[config.mk]
export PLATFORM = sky130hd
export DESIGN_NAME = tdm_demux10_flat
export DESIGN_NICKNAME = d
export VERILOG_FILES = /design/src/rtl/tdm_demux10_if.sv /design/src/rtl/tdm_demux10.sv /design/src/flat_wrapper.sv
export SDC_FILE = /design/constraint.sdc
export NUM_CORES = 1
export LEC_CHECK = 0
export CORE_MARGIN = 2
export CORE_UTILIZATION = 53
export DETAILED_ROUTE_END_ITERATION = 8
export PLACE_DENSITY_LB_ADDON = 0.2
export SETUP_SLACK_MARGIN = 0.1
export SYNTH_ARGS = -nofsm -noshare
export SYNTH_HDL_FRONTEND = slang
export SYNTH_SLANG_ARGS = --single-unit
[constraint.sdc]
create_clock -name CLK -period 2.1 [get_ports CLK]
set_clock_uncertainty 0.1 [all_clocks]
set_input_delay 0.42 -clock CLK [delete_from_list [all_inputs] [get_ports CLK]]
set_output_delay 0.42 -clock CLK [all_outputs]
set_load 0.01 [all_outputs]
[src/rtl/tdm_demux10_if.sv]
// Bundle of the serial input stream and the demultiplexed outputs of tdm_demux10.
// The master drives the stream and the slave is the demultiplexer.
interface tdm_demux10_if;
  logic       IN;
  logic       VALID;
  logic       SYNC;
  logic       MODE;
  logic [3:0] S;
  logic [9:0] OUT;
  logic [3:0] SLOT;
  logic       FRAME_DONE;
  logic       ERR;

  modport master (
    output IN, VALID, SYNC, MODE, S,
    input  OUT, SLOT, FRAME_DONE, ERR
  );

  modport slave (
    input  IN, VALID, SYNC, MODE, S,
    output OUT, SLOT, FRAME_DONE, ERR
  );
endinterface

[src/rtl/tdm_demux10.sv]
// Ten-line demultiplexer for a serial TDM stream: addressed writes via S, or
// framed scan distribution with SYNC, slot tracking and a frame-complete strobe.
module tdm_demux10 #(
  parameter logic [9:0] OUT_RESET = 10'b0000000000
) (
  input logic         CLK,
  input logic         RST,
  tdm_demux10_if.slave bus
);

  typedef enum logic {
    IDLE,
    RUN
  } state_t;

  state_t     state_q, state_d;
  logic [3:0] slot_q, slot_d;
  logic [8:0] shadow_q, shadow_d;
  logic [9:0] out_q, out_d;
  logic       frameDone_q, frameDone_d;
  logic       err_q, err_d;

  // State register; reset overrides every other input in the same cycle.
  always_ff @(posedge CLK) begin
    if (RST) begin
      state_q     <= IDLE;
      slot_q      <= 4'd0;
      shadow_q    <= 9'd0;
      out_q       <= OUT_RESET;
      frameDone_q <= 1'b0;
      err_q       <= 1'b0;
    end else begin
      state_q     <= state_d;
      slot_q      <= slot_d;
      shadow_q    <= shadow_d;
      out_q       <= out_d;
      frameDone_q <= frameDone_d;
      err_q       <= err_d;
    end
  end

  // Partial scan frames live only in the shadow; OUT moves on the slot-9 bit.
  always_comb begin
    state_d     = state_q;
    slot_d      = slot_q;
    shadow_d    = shadow_q;
    out_d       = out_q;
    frameDone_d = 1'b0;
    err_d       = 1'b0;

    if (!bus.MODE) begin
      state_d = IDLE;
      slot_d  = 4'd0;
      if (bus.VALID) begin
        if (bus.S <= 4'd9) begin
          out_d[bus.S] = bus.IN;
        end else begin
          err_d = 1'b1;
        end
      end
    end else if (bus.VALID) begin
      unique case (state_q)
        IDLE: begin
          if (bus.SYNC) begin
            shadow_d[0] = bus.IN;
            slot_d      = 4'd1;
            state_d     = RUN;
          end
        end
        RUN: begin
          if (bus.SYNC) begin
            // A sync anywhere but slot 0 restarts the frame and flags it.
            err_d       = (slot_q != 4'd0);
            shadow_d[0] = bus.IN;
            slot_d      = 4'd1;
          end else if (slot_q == 4'd0) begin
            err_d   = 1'b1;
            state_d = IDLE;
          end else if (slot_q == 4'd9) begin
            out_d       = {bus.IN, shadow_q};
            frameDone_d = 1'b1;
            slot_d      = 4'd0;
          end else begin
            shadow_d[slot_q] = bus.IN;
            slot_d           = slot_q + 4'd1;
          end
        end
        default: state_d = IDLE;
      endcase
    end
  end

  assign bus.OUT        = out_q;
  assign bus.SLOT       = slot_q;
  assign bus.FRAME_DONE = frameDone_q;
  assign bus.ERR        = err_q;

endmodule

[src/flat_wrapper.sv]
// flat-port wrapper written by rule: the top's interface ports become plain ports
module tdm_demux10_flat 
#(
  parameter logic [9:0] OUT_RESET = 10'b0000000000
)
  (CLK, RST, bus_IN, bus_VALID, bus_SYNC, bus_MODE, bus_S, bus_OUT, bus_SLOT, bus_FRAME_DONE, bus_ERR);
  tdm_demux10_if bus_i ();
  input logic CLK;
  input logic RST;
  input wire logic [$bits(bus_i.IN)-1:0] bus_IN;
  input wire logic [$bits(bus_i.VALID)-1:0] bus_VALID;
  input wire logic [$bits(bus_i.SYNC)-1:0] bus_SYNC;
  input wire logic [$bits(bus_i.MODE)-1:0] bus_MODE;
  input wire logic [$bits(bus_i.S)-1:0] bus_S;
  output wire logic [$bits(bus_i.OUT)-1:0] bus_OUT;
  output wire logic [$bits(bus_i.SLOT)-1:0] bus_SLOT;
  output wire logic [$bits(bus_i.FRAME_DONE)-1:0] bus_FRAME_DONE;
  output wire logic [$bits(bus_i.ERR)-1:0] bus_ERR;
  assign bus_i.IN = bus_IN;
  assign bus_i.VALID = bus_VALID;
  assign bus_i.SYNC = bus_SYNC;
  assign bus_i.MODE = bus_MODE;
  assign bus_i.S = bus_S;
  assign bus_OUT = bus_i.OUT;
  assign bus_SLOT = bus_i.SLOT;
  assign bus_FRAME_DONE = bus_i.FRAME_DONE;
  assign bus_ERR = bus_i.ERR;
  tdm_demux10 #(.OUT_RESET(OUT_RESET)) u_core (.CLK(CLK), .RST(RST), .bus(bus_i));
endmodule
==> results <==
- The transition at the pin with the smallest max-transition slack is about 0.42 ns.
- Compared with the post-synthesis result, the final layout area differs by 27.97%.
- In the global route stage, met1 resource usage came out at 0.3041.
- The DRC violations left is 3.
- The flow ran to the end, but the final reports show violations.
- The final count of pins violating max slew is 0.
- The final layout contains roughly 230 nets.
- The path with the worst hold slack has its endpoint at u_core.bus.OUT[9].
- The peak supply drop is around 360 uV.
- Summed over all cells, the static leakage comes to between 0.7 and 0.8 nW.
- In the final timing run, aggregate negative setup slack is 0 ns.
- The final core area utilization is 0.7203.
- The sequential-to-total area share from yosys stat is 0.3296.
- The number of hold violations in the final report is 0.
- TritonCTS built the clock tree.
- The number of enable-type register cells in the synthesized netlist is 0.
- The worst register-to-register path begins at u_core.bus.SLOT[2].
- In this run the worst setup path begins at u_core.bus.SLOT[3].
- In this run, synthesis produced a sequential element count of 26.
- Static timing analysis puts the maximum clock frequency at about 0.53 GHz.
- The die covers about 0.0034 mm^2.
- In this run the worst path has a maximum fanout of 8.
- The average cell area after synthesis is roughly 9 um^2.
- Setup violations remaining at the end of the flow were counted as 0.
- The biggest area contributor in the post-synthesis netlist is sky130_fd_sc_hd__dfxtp_1.
- 26 I/O pins were placed.
- The initial core utilization is 0.5629.
- The cell with the most instances after synthesis is sky130_fd_sc_hd__dfxtp_1.
- Measured along the x axis, the die boundary spans roughly 60 um.
- The detailed-route via count is 1486.
- For flop-to-flop paths, the worst setup slack is approximately 0.24 ns.
- The tree built by TritonCTS fans out to 26 sinks.
- The critical path launch point type is a register.
- The critical register-to-register path endpoint is u_core.bus.SLOT[2].
- The floorplan die height is 58.58 um.
- The share of layout cells above drive strength 1 is 0.2364.
- The longest clock path from root to sink contains 2 buffers.
- For this run, global-route usage on met3 was measured as 0.03956.
- The global-route layer with the greatest usage is met2.
- The count of different cell masters after synthesis is 47.
- The area of the mapped netlist is roughly 0.0016 mm^2.
- The post-layout minimum cycle time is around 1.9 ns.
- Input and output buffers added on the ports amount to 25.
- The worst-skew pair later-pin latency is about 0.33 ns.
- Clock tree synthesis inserted a total of 3 buffers.
- The number of fill cells is approximately 240.
- The post-synthesis net count is ~190.
- Of the post-synthesis cell area, the dominant cell type holds 0.3296.
- The total power per unit cell area is between 400 and 500 mW/mm^2.
- The initial antenna violation count came to 0.
- The total iterations of the first detailed-routing run is 6.
- After clock tree synthesis, the clock-pin slew on the worst setup and hold paths is around 0.15 ns.
- After the first detailed-routing iteration, the DRC count stood at 74.
- By count the netlist is led by sky130_fd_sc_hd__dfxtp_1, sky130_fd_sc_hd__nand2_1, sky130_fd_sc_hd__nor2_1, sky130_fd_sc_hd__a21oi_1.
- Headroom to the max-slew limit came out at 0.7128.
- The final layout contains routed wiring with a total length of between 3000 and 4000 um.
- Sorting the synthesized cells by area gives the leading types as sky130_fd_sc_hd__dfxtp_1, sky130_fd_sc_hd__a211oi_2, sky130_fd_sc_hd__mux2i_1.
- During synthesis, Yosys emitted a total of 0 warnings.
- Counting cells, the worst reg-to-reg path comes to 6.
- The async set-reset flop share out of synthesis is 0.
- For this run, the leading register cell type out of synthesis is sky130_fd_sc_hd__dfxtp_1.
- The via count of the first global-routing pass is approximately 1500.
- The number of vias per cell is between 5 and 6.
- In the synthesized netlist, the number of instances is between 150 and 200.
- The average wire per cell in the routed design is about 15 um.
- Data on the critical path is required at its endpoint by about 1.6 ns.
- The final reports fail on DRC.
- The type of the tightest min-delay check is register to register.
- Dividing the final minimum period by the clock period gives 0.8978.
- The number of rows created at floorplan is 19.
- The estimated wirelength of the detail-placed design is around 3000 um.
- The buffer type at the clock tree root is sky130_fd_sc_hd__clkbuf_4.
- The sum of overflow across all layers after global routing is 0.
- The worst hold path startpoint is u_core.bus.OUT[9].
- For this run, the total global-route usage over all layers was measured as 0.2542.
- The total number of H-tree levels is 1.
- In the global route stage, met2 resource usage came out at 0.4478.
- The classification of the worst setup path is register to primary output.
- The number of antenna cells inserted is 0.
- The arrival time of data at the critical path endpoint is 1.37 ns.
- The number of nets with antenna violations after detailed routing is 0.
- Entering global routing, the biggest net connects 18 pins.
- Setup repair after global routing left no endpoint under its margin.
- After floorplanning, the core was sized to cover approximately 0.0028 mm^2.
- The first global-routing pass estimated roughly 6700 um of wire.
- Along the worst hold path, the cell count comes to 2.
- The endpoint class of the critical path is a primary output.
- At the end of routability-driven placement, the weighted congestion stood at ~0.9.
- The tool flagged a number of max-cap violations equal to 0.
-- worst max-delay path, cell delays in order (launching register included) --
cell                              delay, ns
sky130_fd_sc_hd__dfxtp_2               0.36
sky130_fd_sc_hd__buf_4                 0.15
sky130_fd_sc_hd__clkdlybuf4s50_1       0.53
-- per-stage QoR --
step	area (um^2)	worst slack [ns]	power [mW]	instances	hold WS, ns
after global routing	2021	0.1279	1.022	251	0.4221
after floorplan	1579	0.2534	0.6308	175	0.3388
after detailed placement	1978	-0.1014	0.7164	247	0.3578
after CTS	2014	0.1687	0.9740	251	0.3810
final	2021	0.2146	0.9703	251	0.3765
after global placement	1978	-0.06019	0.7104	247	0.3481
-- worst max path at each step --
stage	endpoint	slack [ns]	cells past startpoint
after global routing	bus_SLOT[3]	0.13	2
after CTS	bus_SLOT[3]	0.17	2
final	bus_SLOT[3]	0.21	2
after detailed placement	u_core.shadow_q[5]	-0.10	5
after global placement	u_core.bus.SLOT[2]	-0.06	6
after floorplan	u_core.bus.SLOT[2]	0.25	6
-- routing by layer --
metal  routed length [um]  vias to the layer above
met3                  127                        6
li1                     -                      746
met1                 1740                      700
met4                   60                        0
met2                 1959                       34
met5                    0                        -
-- cell families after synthesis --
kind of cell / after synthesis / synth area share
compound gates: 57 / 0.2829
fa+ha+maj: 2 / 0.01585
simple gates: 60 / 0.2274
flops: 26 / 0.3296
mux: 9 / 0.05705
buf+inv: 21 / 0.08716
-- layout by cell type, fill, tap and decap left out, types with 2 or more instances in the layout --
cell type,Yosys,final
sky130_fd_sc_hd__nor2_1,12,12
sky130_fd_sc_hd__nor4_1,5,5
sky130_fd_sc_hd__or4_1,3,3
sky130_fd_sc_hd__inv_1,8,8
sky130_fd_sc_hd__nor3_1,2,2
sky130_fd_sc_hd__nand2_1,12,12
sky130_fd_sc_hd__o21ai_0,9,9
sky130_fd_sc_hd__o32ai_1,4,4
sky130_fd_sc_hd__clkbuf_4,0,3
sky130_fd_sc_hd__dlymetal6s2s_1,0,2
sky130_fd_sc_hd__nor2b_1,2,2
sky130_fd_sc_hd__a21oi_2,3,3
sky130_fd_sc_hd__and3_1,3,3
sky130_fd_sc_hd__ha_1,2,2
sky130_fd_sc_hd__o22ai_1,4,4
sky130_fd_sc_hd__a211oi_2,8,8
sky130_fd_sc_hd__o21ai_1,3,3
sky130_fd_sc_hd__a21oi_1,10,10
sky130_fd_sc_hd__o31ai_1,5,5
sky130_fd_sc_hd__dfxtp_1,26,25
sky130_fd_sc_hd__mux2i_1,9,9
sky130_fd_sc_hd__nand2b_1,9,9
sky130_fd_sc_hd__nor4b_1,3,3
sky130_fd_sc_hd__buf_4,2,29
sky130_fd_sc_hd__clkdlybuf4s50_1,0,23
-- layout make-up --
type                       count  area [um^2]  share of cell area
clock buffer                   4        36.28             0.01796
inverter                       8        30.03             0.01486
tap                           31        38.79             0.01920
sequential                    26        521.8              0.2582
multi-input combinational    128        920.9              0.4557
timing repair buffer          54        473.0              0.2341
-- sequential cells by signal, summed over array words and instances (netlist names) --
name,cells
u_core.bus.FRAME_DONE,1
u_core.bus.SLOT,4
u_core.state_q,1
u_core.shadow_q,9
u_core.bus.ERR,1
u_core.bus.OUT,10
-- where the power goes --
part	leakage, nW	total, mW	internal [mW]	switching, mW
combinational	0.563	0.195	0.0961	0.0986
clock	0.0210	0.264	0.106	0.158
sequential	0.211	0.512	0.504	0.00769
total	0.795	0.970	0.706	0.264
-- timing repair --
item | 4_1_cts | 5_1_grt
hold endpoints to repair | 0 | 0
gates resized for setup | 0 | 3
hold buffers | 0 | 0
buffers inserted | 0 | 0
endpoints found under the setup margin | 0 | 3
Note: power is estimated with default switching activity, not from simulation.
